File: src/rtl/pipe_ctrl_unit.sv
// ID-stage main control for the 5-stage RV32 pipe: decode into the ID/EX control slice (1 cycle),
// load-use bubble insertion (stall is combinational), flush kill, saturating event counters.
module pipe_ctrl_unit #(
   parameter int OPW      = 5,
   parameter int REGW     = 5,
   parameter bit EN_ITYPE = 1'b1,
   parameter bit EN_JUMP  = 1'b1,
   parameter int CNTW     = 16
) (
   input  logic            clk,
   input  logic            rst_n,
   input  logic            id_valid,
   input  logic [OPW-1:0]  id_opcode,
   input  logic [REGW-1:0] id_rs1,
   input  logic [REGW-1:0] id_rs2,
   input  logic [REGW-1:0] id_rd,
   input  logic            flush,
   output logic            stall,
   output logic            ex_valid,
   output logic            ex_branch,
   output logic            ex_memread,
   output logic            ex_memtoreg,
   output logic            ex_memwrite,
   output logic            ex_alusrc,
   output logic            ex_regwrite,
   output logic            ex_jump,
   output logic [1:0]      ex_aluop,
   output logic [REGW-1:0] ex_rd,
   output logic            illegal,
   output logic [CNTW-1:0] stall_cnt,
   output logic [CNTW-1:0] flush_cnt,
   output logic [CNTW-1:0] illegal_cnt
);

   typedef struct packed {
      logic       branch;
      logic       memread;
      logic       memtoreg;
      logic       memwrite;
      logic       alusrc;
      logic       regwrite;
      logic       jump;
      logic [1:0] aluop;
   } ctrl_t;

   localparam logic [OPW-1:0] OP_R      = OPW'(5'b01100);
   localparam logic [OPW-1:0] OP_LOAD   = OPW'(5'b00000);
   localparam logic [OPW-1:0] OP_STORE  = OPW'(5'b01000);
   localparam logic [OPW-1:0] OP_BRANCH = OPW'(5'b11000);
   localparam logic [OPW-1:0] OP_ITYPE  = OPW'(5'b00100);
   localparam logic [OPW-1:0] OP_JAL    = OPW'(5'b11011);
   localparam logic [OPW-1:0] OP_JALR   = OPW'(5'b11001);

   ctrl_t dec;
   ctrl_t ex_q;
   logic  dec_illegal;
   logic  uses_rs1;
   logic  uses_rs2;
   logic  haz;
   logic  load_en;
   logic  ill_nxt;

   always_comb begin
      dec         = '0;
      dec_illegal = 1'b0;
      uses_rs1    = 1'b0;
      uses_rs2    = 1'b0;
      case (id_opcode)
         OP_R: begin
            dec.regwrite = 1'b1;
            dec.aluop    = 2'b10;
            uses_rs1     = 1'b1;
            uses_rs2     = 1'b1;
         end
         OP_LOAD: begin
            dec.memread  = 1'b1;
            dec.memtoreg = 1'b1;
            dec.alusrc   = 1'b1;
            dec.regwrite = 1'b1;
            uses_rs1     = 1'b1;
         end
         OP_STORE: begin
            dec.memwrite = 1'b1;
            dec.alusrc   = 1'b1;
            uses_rs1     = 1'b1;
            uses_rs2     = 1'b1;
         end
         OP_BRANCH: begin
            dec.branch = 1'b1;
            dec.aluop  = 2'b01;
            uses_rs1   = 1'b1;
            uses_rs2   = 1'b1;
         end
         OP_ITYPE: begin
            if (EN_ITYPE) begin
               dec.alusrc   = 1'b1;
               dec.regwrite = 1'b1;
               dec.aluop    = 2'b11;
               uses_rs1     = 1'b1;
            end else begin
               dec_illegal = 1'b1;
            end
         end
         OP_JAL: begin
            // JAL reads no source register, so it can never be a load-use victim
            if (EN_JUMP) begin
               dec.regwrite = 1'b1;
               dec.jump     = 1'b1;
            end else begin
               dec_illegal = 1'b1;
            end
         end
         OP_JALR: begin
            if (EN_JUMP) begin
               dec.alusrc   = 1'b1;
               dec.regwrite = 1'b1;
               dec.jump     = 1'b1;
               uses_rs1     = 1'b1;
            end else begin
               dec_illegal = 1'b1;
            end
         end
         default: dec_illegal = 1'b1;
      endcase
   end

   assign haz = ex_valid & ex_q.memread & (ex_rd != '0) & id_valid &
                ((uses_rs1 & (id_rs1 == ex_rd)) | (uses_rs2 & (id_rs2 == ex_rd)));
   assign stall   = haz & ~flush;
   assign load_en = ~flush & ~haz & id_valid & ~dec_illegal;
   assign ill_nxt = id_valid & dec_illegal & ~flush & ~haz;

   always_ff @(posedge clk or negedge rst_n) begin
      if (!rst_n) begin
         ex_valid    <= 1'b0;
         ex_q        <= '0;
         ex_rd       <= '0;
         illegal     <= 1'b0;
         stall_cnt   <= '0;
         flush_cnt   <= '0;
         illegal_cnt <= '0;
      end else begin
         ex_valid <= load_en;
         ex_q     <= load_en ? dec : '0;
         ex_rd    <= load_en ? id_rd : '0;
         illegal  <= ill_nxt;
         if (stall && (stall_cnt != '1))
            stall_cnt <= stall_cnt + CNTW'(1);
         if (flush && id_valid && (flush_cnt != '1))
            flush_cnt <= flush_cnt + CNTW'(1);
         if (ill_nxt && (illegal_cnt != '1))
            illegal_cnt <= illegal_cnt + CNTW'(1);
      end
   end

   assign ex_branch   = ex_q.branch;
   assign ex_memread  = ex_q.memread;
   assign ex_memtoreg = ex_q.memtoreg;
   assign ex_memwrite = ex_q.memwrite;
   assign ex_alusrc   = ex_q.alusrc;
   assign ex_regwrite = ex_q.regwrite;
   assign ex_jump     = ex_q.jump;
   assign ex_aluop    = ex_q.aluop;

endmodule

File: config.mk
export PLATFORM = sky130hd
export DESIGN_NAME = pipe_ctrl_unit
export DESIGN_NICKNAME = d
export VERILOG_FILES = /design/src/rtl/pipe_ctrl_unit.sv
export SDC_FILE = /design/constraint.sdc
export NUM_CORES = 1
export LEC_CHECK = 0
export ABC_AREA = 1
export CORE_AREA = 2 2 87 89
export CTS_CLUSTER_SIZE = 20
export DETAILED_ROUTE_END_ITERATION = 10
export DIE_AREA = 0 0 89 91
export PLACE_DENSITY = 0.94
export SYNTH_ARGS = -nofsm -noshare
export SYNTH_HDL_FRONTEND = slang
export SYNTH_SLANG_ARGS = --single-unit
File: constraint.sdc
create_clock -name clk -period 4.4 [get_ports clk]
set_input_delay 0.88 -clock clk [delete_from_list [all_inputs] [get_ports clk]]
set_output_delay 0.88 -clock clk [all_outputs]
set_load 0.1 [all_outputs]
---- After elaboration in Yosys (flattened, before gate mapping) ----
Cells that the tools add are included.
storage, ports and cells
  output and inout port bits .............. 65
  input bits .............................. 24
  flip-flop bits (word level) ............. 64
  bits in read-only memories .............. 0
  bits in writable memories ............... 0
  bits in latches ......................... 0
  memories ................................ 0
operators by class
  eq/ne operators ......................... 11
  shift operators ......................... 0
  muxes and demuxes ....................... 12
  multipliers ............................. 0
  divide/modulo/power cells ............... 0
  $add $sub $neg .......................... 3
  reductions and logical operators ........ 12
  bitwise logic cells ..................... 16
  order comparisons ....................... 0
operator list
  cell                                                  count
  adder 16 x 1 -> 16 bit (second input constant)        3
  != test 16 bit (second input constant)                3
  equality test 5 bit (second input constant)           3
  bitwise AND 1 bit                                     13
  equality test 5 x 4 -> 1 bit (second input constant)  2
  equality test 5 bit                                   2
  two-way mux 9 bit                                     1
  two-way mux 1 bit                                     8
  OR reduction 7 bit                                    1
  case mux 2 bit (3 select lines)                       1
  OR reduction 6 bit                                    1
  equality test 5 x 3 -> 1 bit (second input constant)  1
  zero test 5 bit                                       1
  two-way mux 5 bit                                     1
  nonzero test 5 bit                                    1
  OR reduction 5 bit                                    1
  logical AND 1 bit                                     4
  OR reduction 4 bit                                    1
  OR reduction 3 bit                                    1
  two-way mux 2 bit                                     1
  inverter 1 bit                                        2
  OR reduction 2 bit                                    1
  OR 1 bit                                              1

---- Depth between registers and ports, before layout ----
Gate-level depths: netlist of the first run.
  word-level depth ........................ 11
  gate-level depth with buffers ........... 12
  mapped depth without buffers ............ 11

---- Least setup slack after synthesis of the first run ----
No wires, ideal clock.
  path kind ............................... register -> output
  start point ............................. register ex_rd[0]
  end point ............................... output stall
  path buffers ............................ 0
  slack ................................... 553 ps
  arrival ................................. 2967 ps
  data required time ...................... 3520 ps
  cell stages (with the launch flop) ...... 11
  cells stage by stage .................... dfrtp_1 -> inv_1 -> nand2_1 -> nand2_1 -> nor2_1 -> nand2_1 -> nor2_1 -> inv_1 -> nand2_4 -> nand2_2 -> nor2_1
between the ends
  cells in the longest elaborated chain, start to end .. 5
  elaborated cells on any way between the ends .. 10
  those cells by class .................... eq/ne: 2; bitwise: 7; reduce/logical: 1
RTL lines
  item                                                              line      RTL
  start, declared                                                   28        output logic [REGW-1:0] ex_rd,
  start signal, assigned                                            145       ex_rd <= load_en ? id_rd : '0;
  equality test 5 bit / nonzero test 5 bit (equally long branches)  128, 127
  bitwise AND 1 bit, on equally long branches                       128, 127
  OR 1 bit / bitwise AND 1 bit (equally long branches)              128, 127
  bitwise AND 1 bit *                                               127       assign haz = ex_valid & ex_q.memread & (ex_rd != '0) & id_valid &
  bitwise AND 1 bit *                                               129       assign stall = haz & ~flush;
  end, declared                                                     18        output logic stall,
Mark *: on every way between the ends. The rest lies on a longest branch, timed or not.

---- Final worst setup path of the first run ----
  start point ............................. input id_opcode[1]
  end point ............................... output stall
between the ends
  cells in the longest elaborated chain, start to end .. 7
  elaborated cells on any way between the ends .. 15
  those cells by class .................... eq/ne: 5; mux: 2; bitwise: 5; reduce/logical: 3
RTL lines
  item                                                                       line  RTL
  start, declared                                                            13    input logic [OPW-1:0] id_opcode,
  equality test 5 bit (tied with other cells)                                68    case (id_opcode)
  OR reduction 6 bit (no line) / OR reduction 3 bit (equally long branches)  n/a
  two-way mux 1 bit, on equally long branches                                n/a
  bitwise AND 1 bit                                                          128   ((uses_rs1 & (id_rs1 == ex_rd)) | (uses_rs2 & (id_rs2 == ex_rd)));
  OR 1 bit *                                                                 128
  bitwise AND 1 bit *                                                        127
  bitwise AND 1 bit *                                                        129
Marked as above.

==> run metrics, run 1 <==
endpoint kind of the worst setup timing path=primary output; n_diodes=0; worst-case clock skew=8.69 ps; via count=3597; pwr/cell area=412 nW/µm²; power share of the sequential group=36.1%; switching fraction of total power=45.0%; Clock transition at path regs=70 ps; total number of clock tree sinks=63; Die X-Extent=89 µm; pin count of the biggest net entering global routing=33; DRC Markers=0; post-route setup TNS=0 ps; post-CTS setup buffer count=0; met2 usage in global routing=42.0%; number of cell rows=31; global router's overall resource usage=24.1%; number of cells on the worst reg-to-reg path=9; Post-CTS Resized=0; required time of the critical path=3520 ps; area added between synthesis and finish=30.5%; Register Area=1580 µm²; final max-slew violation count=0; TritonCTS clock tree=yes; number of global-route vias before repair=3672; share of cells above drive strength 1=6.87%; run status=complete, no violations; kind of start point of the critical path=input port; routed wirelength normalized by instance count=13.2 µm; global-route met1 utilization=29.3%; met3 Track Usage GR=5.18%; maxcap violations=0; critical path's slowest cell=sky130_fd_sc_hd__clkdlybuf4s50_1; cell count of the worst hold path=1; tightest slew margin relative to the limit=33.1%; mapped cell area=3730 µm²; peak per-stage delay on the critical path=460 ps; global-route congestion overflow total=0; Final Hold Slack=523 ps; initial core utilization=52.2%; area taken by multi-input logic gates=1800 µm²; number of port buffers=88; CP Cell Sequence=clkdlybuf4s50_1, nor2_1, nand2_2, nand2_1, nand3_1, nand2_4, nand2_2, nor2_1, buf_12; Area contributors post-synth=sky130_fd_sc_hd__dfrtp_1 42%, sky130_fd_sc_hd__nand2_1 15%, sky130_fd_sc_hd__inv_1 7.0%, sky130_fd_sc_hd__nor2_1 6.4%, sky130_fd_sc_hd__xor2_1 5.2%; top cell family by delay on the critical path=simple AND/OR/NAND/NOR gates; total net switching power=902 µW; detailed-router iteration count before antenna repair=4; total count of hold-check failures in the final report=0; post-synthesis cell type with the largest combined area=sky130_fd_sc_hd__dfrtp_1; Cells after DPL=680; Final Instance Count excl. Fillers=696; hold crit path type=reg -> reg; first element of the critical path=id_opcode[1]; actual slew at the worst max-slew pin=1000 ps; Post-layout nets=619; count of synthesis-stage warnings from yosys=0; total I/O pin count=89; mean area per synthesized cell=7.46 µm²; global route hottest layer=met2; launching point of the worst reg2reg path=illegal_cnt[0]$_DFFE_PN0P_; clk buf depth=2; HPWL Detailed=6900 µm; number of distinct standard cells referenced by the synthesized netlist=28; buffer type at the clock tree root=sky130_fd_sc_hd__clkbuf_8; relative contribution of the clock network to total power=24.6%; Die Ht=91 µm; number of vias per cell=5.17; final worst-path setup slack=792 ps; global-route wire length before repair=15800 µm; die area=8100 µm²; Bufs and invs on worst path=2; Skew-Pair Late Insertion Delay=330 ps; Max Fclk=0.277 GHz; Std-Cell Core Area=7140 µm²; Post-Syn Nets=527; count of filler cells inserted in the layout=595; highest ir drop seen on vdd=0.545 mV; H-tree lvl count=3; flop and latch count out of synthesis=63; Setup Slack @ Placement=811 ps; violation count after the first detailed-route iteration=143; global placer's final weighted congestion=0.877; largest fanout of any net on the critical path=9; number of stages on the worst setup path=9; initial antenna violation count=0; part of the total power dissipated in combinational logic=39.4%; Min-Delay Startpoint=flush_cnt[9]$_DFFE_PN0P_; minimum clock period after layout=3610 ps; portion of synthesized cell area occupied by the leading cell type=42.3%; sequential area share after synthesis=42.3%; count of antenna-violating nets left after detailed routing=0; final routed wirelength across all metal layers=9190 µm; internal power=1100 µW; Cells after Synth=500; kind of critical path=in -> out; clock buffer count from CTS=9; setup repair after global routing missed its margin=false; period utilization=82.0%; arrival time worst endpoint=2730 ps; number of setup violations in the final report=0; number of hold buffers added after cts=0; leakage component of the power=0.00231 µW
## path summary, 6_finish.rpt
check	to	slack [ps]
hold reg to reg	flush_cnt[9]$_DFFE_PN0P_	520
setup / recovery	stall	790
setup reg to reg	illegal_cnt[2]$_DFFE_PN0P_	2520
hold / removal	flush_cnt[9]$_DFFE_PN0P_	520
min in group asynchronous	ex_rd[0]$_DFF_PN0_	590
max in group asynchronous	illegal_cnt[0]$_DFFE_PN0P_	2930
## flip-flops by register name (all words and copies together), names as in the netlist
register,cells
flush_cnt,16
illegal_cnt,16
stall_cnt,16
ex_rd,5
ex_aluop,2
ex_alusrc,1
ex_branch,1
ex_jump,1
ex_memread,1
ex_memwrite,1
ex_regwrite,1
ex_valid,1
illegal,1
## cells in the mapped netlist, drive strengths merged
master / number
ha: 3
nand4: 31
xnor2: 12
and2: 1
a21oi: 1
nor2: 69
nand2: 155
nor3: 17
nand3: 28
clkinv: 1
o21ai: 14
inv: 73
xor2: 22
nor3b: 2
buf: 8
dfrtp: 63
## per-stage QoR
stage | area [µm²] | util, % | total power [µW]
after global placement | 4680 | 65.5 | 1510
after global routing | 4870 | 68.2 | 2090
final | 4870 | 68.2 | 2000
after floorplan | 3730 | - | 1320
after detailed placement | 4680 | 65.5 | 1520
after CTS | 4870 | 68.2 | 2020
## placed cells by master (no fill, tap or decap), types with 4 or more instances in the layout
cell type	Yosys	routed
sky130_fd_sc_hd__nand2_1	149	149
sky130_fd_sc_hd__clkdlybuf4s50_1	0	86
sky130_fd_sc_hd__inv_1	70	70
sky130_fd_sc_hd__nor2_1	64	64
sky130_fd_sc_hd__dfrtp_1	63	63
sky130_fd_sc_hd__nand4_1	30	30
sky130_fd_sc_hd__nand3_1	24	24
sky130_fd_sc_hd__xor2_1	22	22
sky130_fd_sc_hd__nor3_1	15	15
sky130_fd_sc_hd__xnor2_1	12	12
sky130_fd_sc_hd__clkbuf_8	0	10
sky130_fd_sc_hd__o21ai_0	8	8
sky130_fd_sc_hd__nand2_2	5	5
sky130_fd_sc_hd__nor2_4	4	4
sky130_fd_sc_hd__nand3_2	4	4
## metal layers
layer	part of all wire, %	up-vias	wire [µm]
met5	0	-	0
met2	51	125	4700
met4	1.5	0	136
met1	42	1707	3840
met3	5.7	16	520
li1	-	1749	-
## layout make-up
type / instances / area share, %
multi-input cells: 355 / 37.1
flip-flops and latches: 63 / 32.4
repair buffers: 89 / 18.4
inverters: 74 / 5.71
clock buffers: 12 / 2.98
well taps: 99 / 2.55
clock inverters: 4 / 0.926
## cell families after synthesis
kind of cell,Yosys count,share of synthesized area (%)
AND/OR/NAND/NOR,303,37.1
adder cells (fa/ha/maj),3,1.01
AO/OA/AOI/OAI,15,2.32
buffers and inverters,82,9.33
flip-flops,63,42.3
XOR/XNOR,34,7.99
## power groups by stage
stage / logic, µW / clock network, µW / registers (µW)
final: 789 / 492 / 723
after global routing: 827 / 530 / 732
after global placement: 777 / 0 / 729
after CTS: 793 / 503 / 723
after detailed placement: 790 / 0 / 732
after floorplan: 152 / 0 / 1160
(Power assumes the default switching activity.)
==> run 2, diff against run 1 <==
CORE_AREA = 2 2 95 97   (was 2 2 87 89)
DIE_AREA = 0 0 97 99   (was 0 0 89 91)
PLACE_DENSITY = 0.85   (was 0.94)
clock period = 3.1 ns   (was 4.4 ns; I/O delays follow)
==> run 2 against run 1 <==
  * Final cell count is 1.6% higher
  * Core utilization is 12 points lower
  * Sequential cell count stayed put
  * Setup slack worse by 660 ps
  * Clock skew is 2.3 ps lower
  * Wire length hardly changed
  * Critical endpoint unchanged
==> run metrics, run 2 (synthesized netlist as in run 1, its figures left out) <==
count of antenna-violating nets left after detailed routing=0 (unchanged); clk buf depth=2 (unchanged); largest fanout of any net on the critical path=9 (unchanged); global-route wire length before repair=15400 µm (-2.5%); number of global-route vias before repair=3423 (-6.8%); global-route congestion overflow total=0 (unchanged); actual slew at the worst max-slew pin=753 ps (-247 ps); number of cell rows=34 (+9.7%); arrival time worst endpoint=2350 ps (-380 ps); DRC Markers=0 (unchanged); clock buffer count from CTS=9 (unchanged); Std-Cell Core Area=8550 µm² (+20%); Skew-Pair Late Insertion Delay=340 ps (about the same); area post-placement=4560 µm² (-2.4%); via count=3546 (-1.4%); largest registers=flush_cnt (16), illegal_cnt (16), stall_cnt (16); violation count after the first detailed-route iteration=120 (-16%); critical path's slowest cell=sky130_fd_sc_hd__clkdlybuf4s50_1; switching fraction of total power=44.1% (-0.90 points); endpoint kind of the worst setup timing path=primary output; global route hottest layer=met2; Final Instance Area=4810 µm² (-1.2%); global placer's final weighted congestion=0.918 (+4.7%); final max-slew violation count=0 (unchanged); global router's overall resource usage=19.5% (-4.6 points); Post-layout nets=621 (+0.32%); HPWL Detailed=6760 µm (-2.0%); total net switching power=1330 µW (+47%); kind of start point of the critical path=input port; run status=complete, no violations; Cells after DPL=691 (+1.6%); internal power=1680 µW (+53%); number of setup violations in the final report=0 (unchanged); Final Instance Count excl. Fillers=707 (+1.6%); buffer type at the clock tree root=sky130_fd_sc_hd__clkbuf_8; global-route met1 utilization=23.4% (-5.9 points); leakage component of the power=0.00246 µW (+6.3%); period utilization=95.8%; pin count of the biggest net entering global routing=34 (+3.0%); Max Fclk=0.337 GHz; share of cells above drive strength 1=18.4% (+11 points); Clock transition at path regs=80 ps (about the same); relative contribution of the clock network to total power=29.4% (+4.8 points); most frequent cell on the critical path=sky130_fd_sc_hd__nand2_1; total count of hold-check failures in the final report=0 (unchanged); Post-CTS Resized=0 (unchanged); routed wirelength normalized by instance count=13.0 µm (-1.7%); TritonCTS clock tree=yes; CP Cell Sequence=clkdlybuf4s50_1, nor2_4, nand2_1, nand2_1, nand2_1, nor2_1, inv_1, nand2_4, nand2_2, nor2_4, buf_12; Die X-Extent=97 µm (+9.0%); most common cell after layout, fill and taps aside=sky130_fd_sc_hd__nand2_1; detailed-router iteration count before antenna repair=4 (unchanged); hold crit path type=in -> async; number of vias per cell=5.02 (-3.0%); Die Ht=99 µm (+8.8%); met2 usage in global routing=34.3% (-7.7 points); H-tree lvl count=3 (unchanged); part of the total power dissipated in combinational logic=36.3% (-3.1 points); initial core utilization=43.6% (-8.6 points); minimum clock period after layout=2970 ps; total I/O pin count=89 (unchanged); highest ir drop seen on vdd=0.847 mV (+55%); initial antenna violation count=0 (unchanged); maxcap violations=0 (unchanged); total number of clock tree sinks=63 (unchanged); power share of the sequential group=34.3% (-1.8 points); peak per-stage delay on the critical path=540 ps (+80 ps); kind of critical path=in -> out; area added between synthesis and finish=28.9%; number of port buffers=88 (unchanged); tightest slew margin relative to the limit=49.8% (+17 points); post-route setup TNS=0 ps (unchanged); number of hold buffers added after cts=0 (unchanged); setup repair after global routing missed its margin=false; met3 Track Usage GR=4.33% (-0.86 points); post-CTS setup buffer count=0 (unchanged); n_diodes=0 (unchanged); top library cells by usage in the layout, fill and taps aside=149 x sky130_fd_sc_hd__nand2_1, 70 x sky130_fd_sc_hd__inv_1, 66 x sky130_fd_sc_hd__buf_4; worst-case clock skew=6.37 ps (-2.32 ps); final routed wirelength across all metal layers=9190 µm (about the same); die area=9600 µm² (+19%); pwr/cell area=626 nW/µm² (+52%); required time of the critical path=2480 ps (-1040 ps)
[run 2: cell type report]
class                   count  area, µm²
clock buffers               9        124
well taps                 108        135
repair buffers             91        761
multi-input cells         355       1810
fillers                   781       3740
flip-flops and latches     63       1580
inverters                  74        278
clock inverters             7        120
[run 2: final timing paths]
path,startpoint,depth (start not counted),to,slack [ps]
worst max-delay path,id_opcode[2],11,stall,130
worst min-delay path,rst_n,1,ex_rd[0]$_DFF_PN0_,350
worst max register to register,flush_cnt[0]$_DFFE_PN0P_,8,flush_cnt[5]$_DFFE_PN0P_,1210
worst min register to register,flush_cnt[9]$_DFFE_PN0P_,1,flush_cnt[9]$_DFFE_PN0P_,520
max in group asynchronous,rst_n,2,flush_cnt[8]$_DFFE_PN0P_,2110
min in group clk,flush_cnt[9]$_DFFE_PN0P_,1,flush_cnt[9]$_DFFE_PN0P_,520
[run 2: metal layers]
metal	part of all wire, %	vias up
li1	-	1753
met1	44	1667
met2	49	110
met3	5.4	16
met4	1.5	0
met5	0	-
[run 2: per-stage QoR]
stage / hold WS (ps) / utilization, % / total power, µW / worst slack, ps
after floorplan: 324 / - / 1870 / 276
after global placement: 503 / 53.4 / 2120 / 238
after detailed placement: 514 / 53.4 / 2140 / 156
after CTS: 358 / 56.2 / 3040 / 152
after global routing: 405 / 56.2 / 3130 / 1.81
final: 349 / 56.2 / 3010 / 129
[run 2: power groups by stage]
stage	combinational [µW]	sequential, µW	clock (µW)
after CTS	1100	1030	909
after global placement	1080	1040	0
after detailed placement	1090	1050	0
final	1090	1030	886
after floorplan	215	1650	0
after global routing	1140	1050	937
[run 2: critical path, delay by kind of cell]
family | cells | cell delay, ps
buffers and inverters | 3 | 810
and+or+nand+nor | 8 | 920
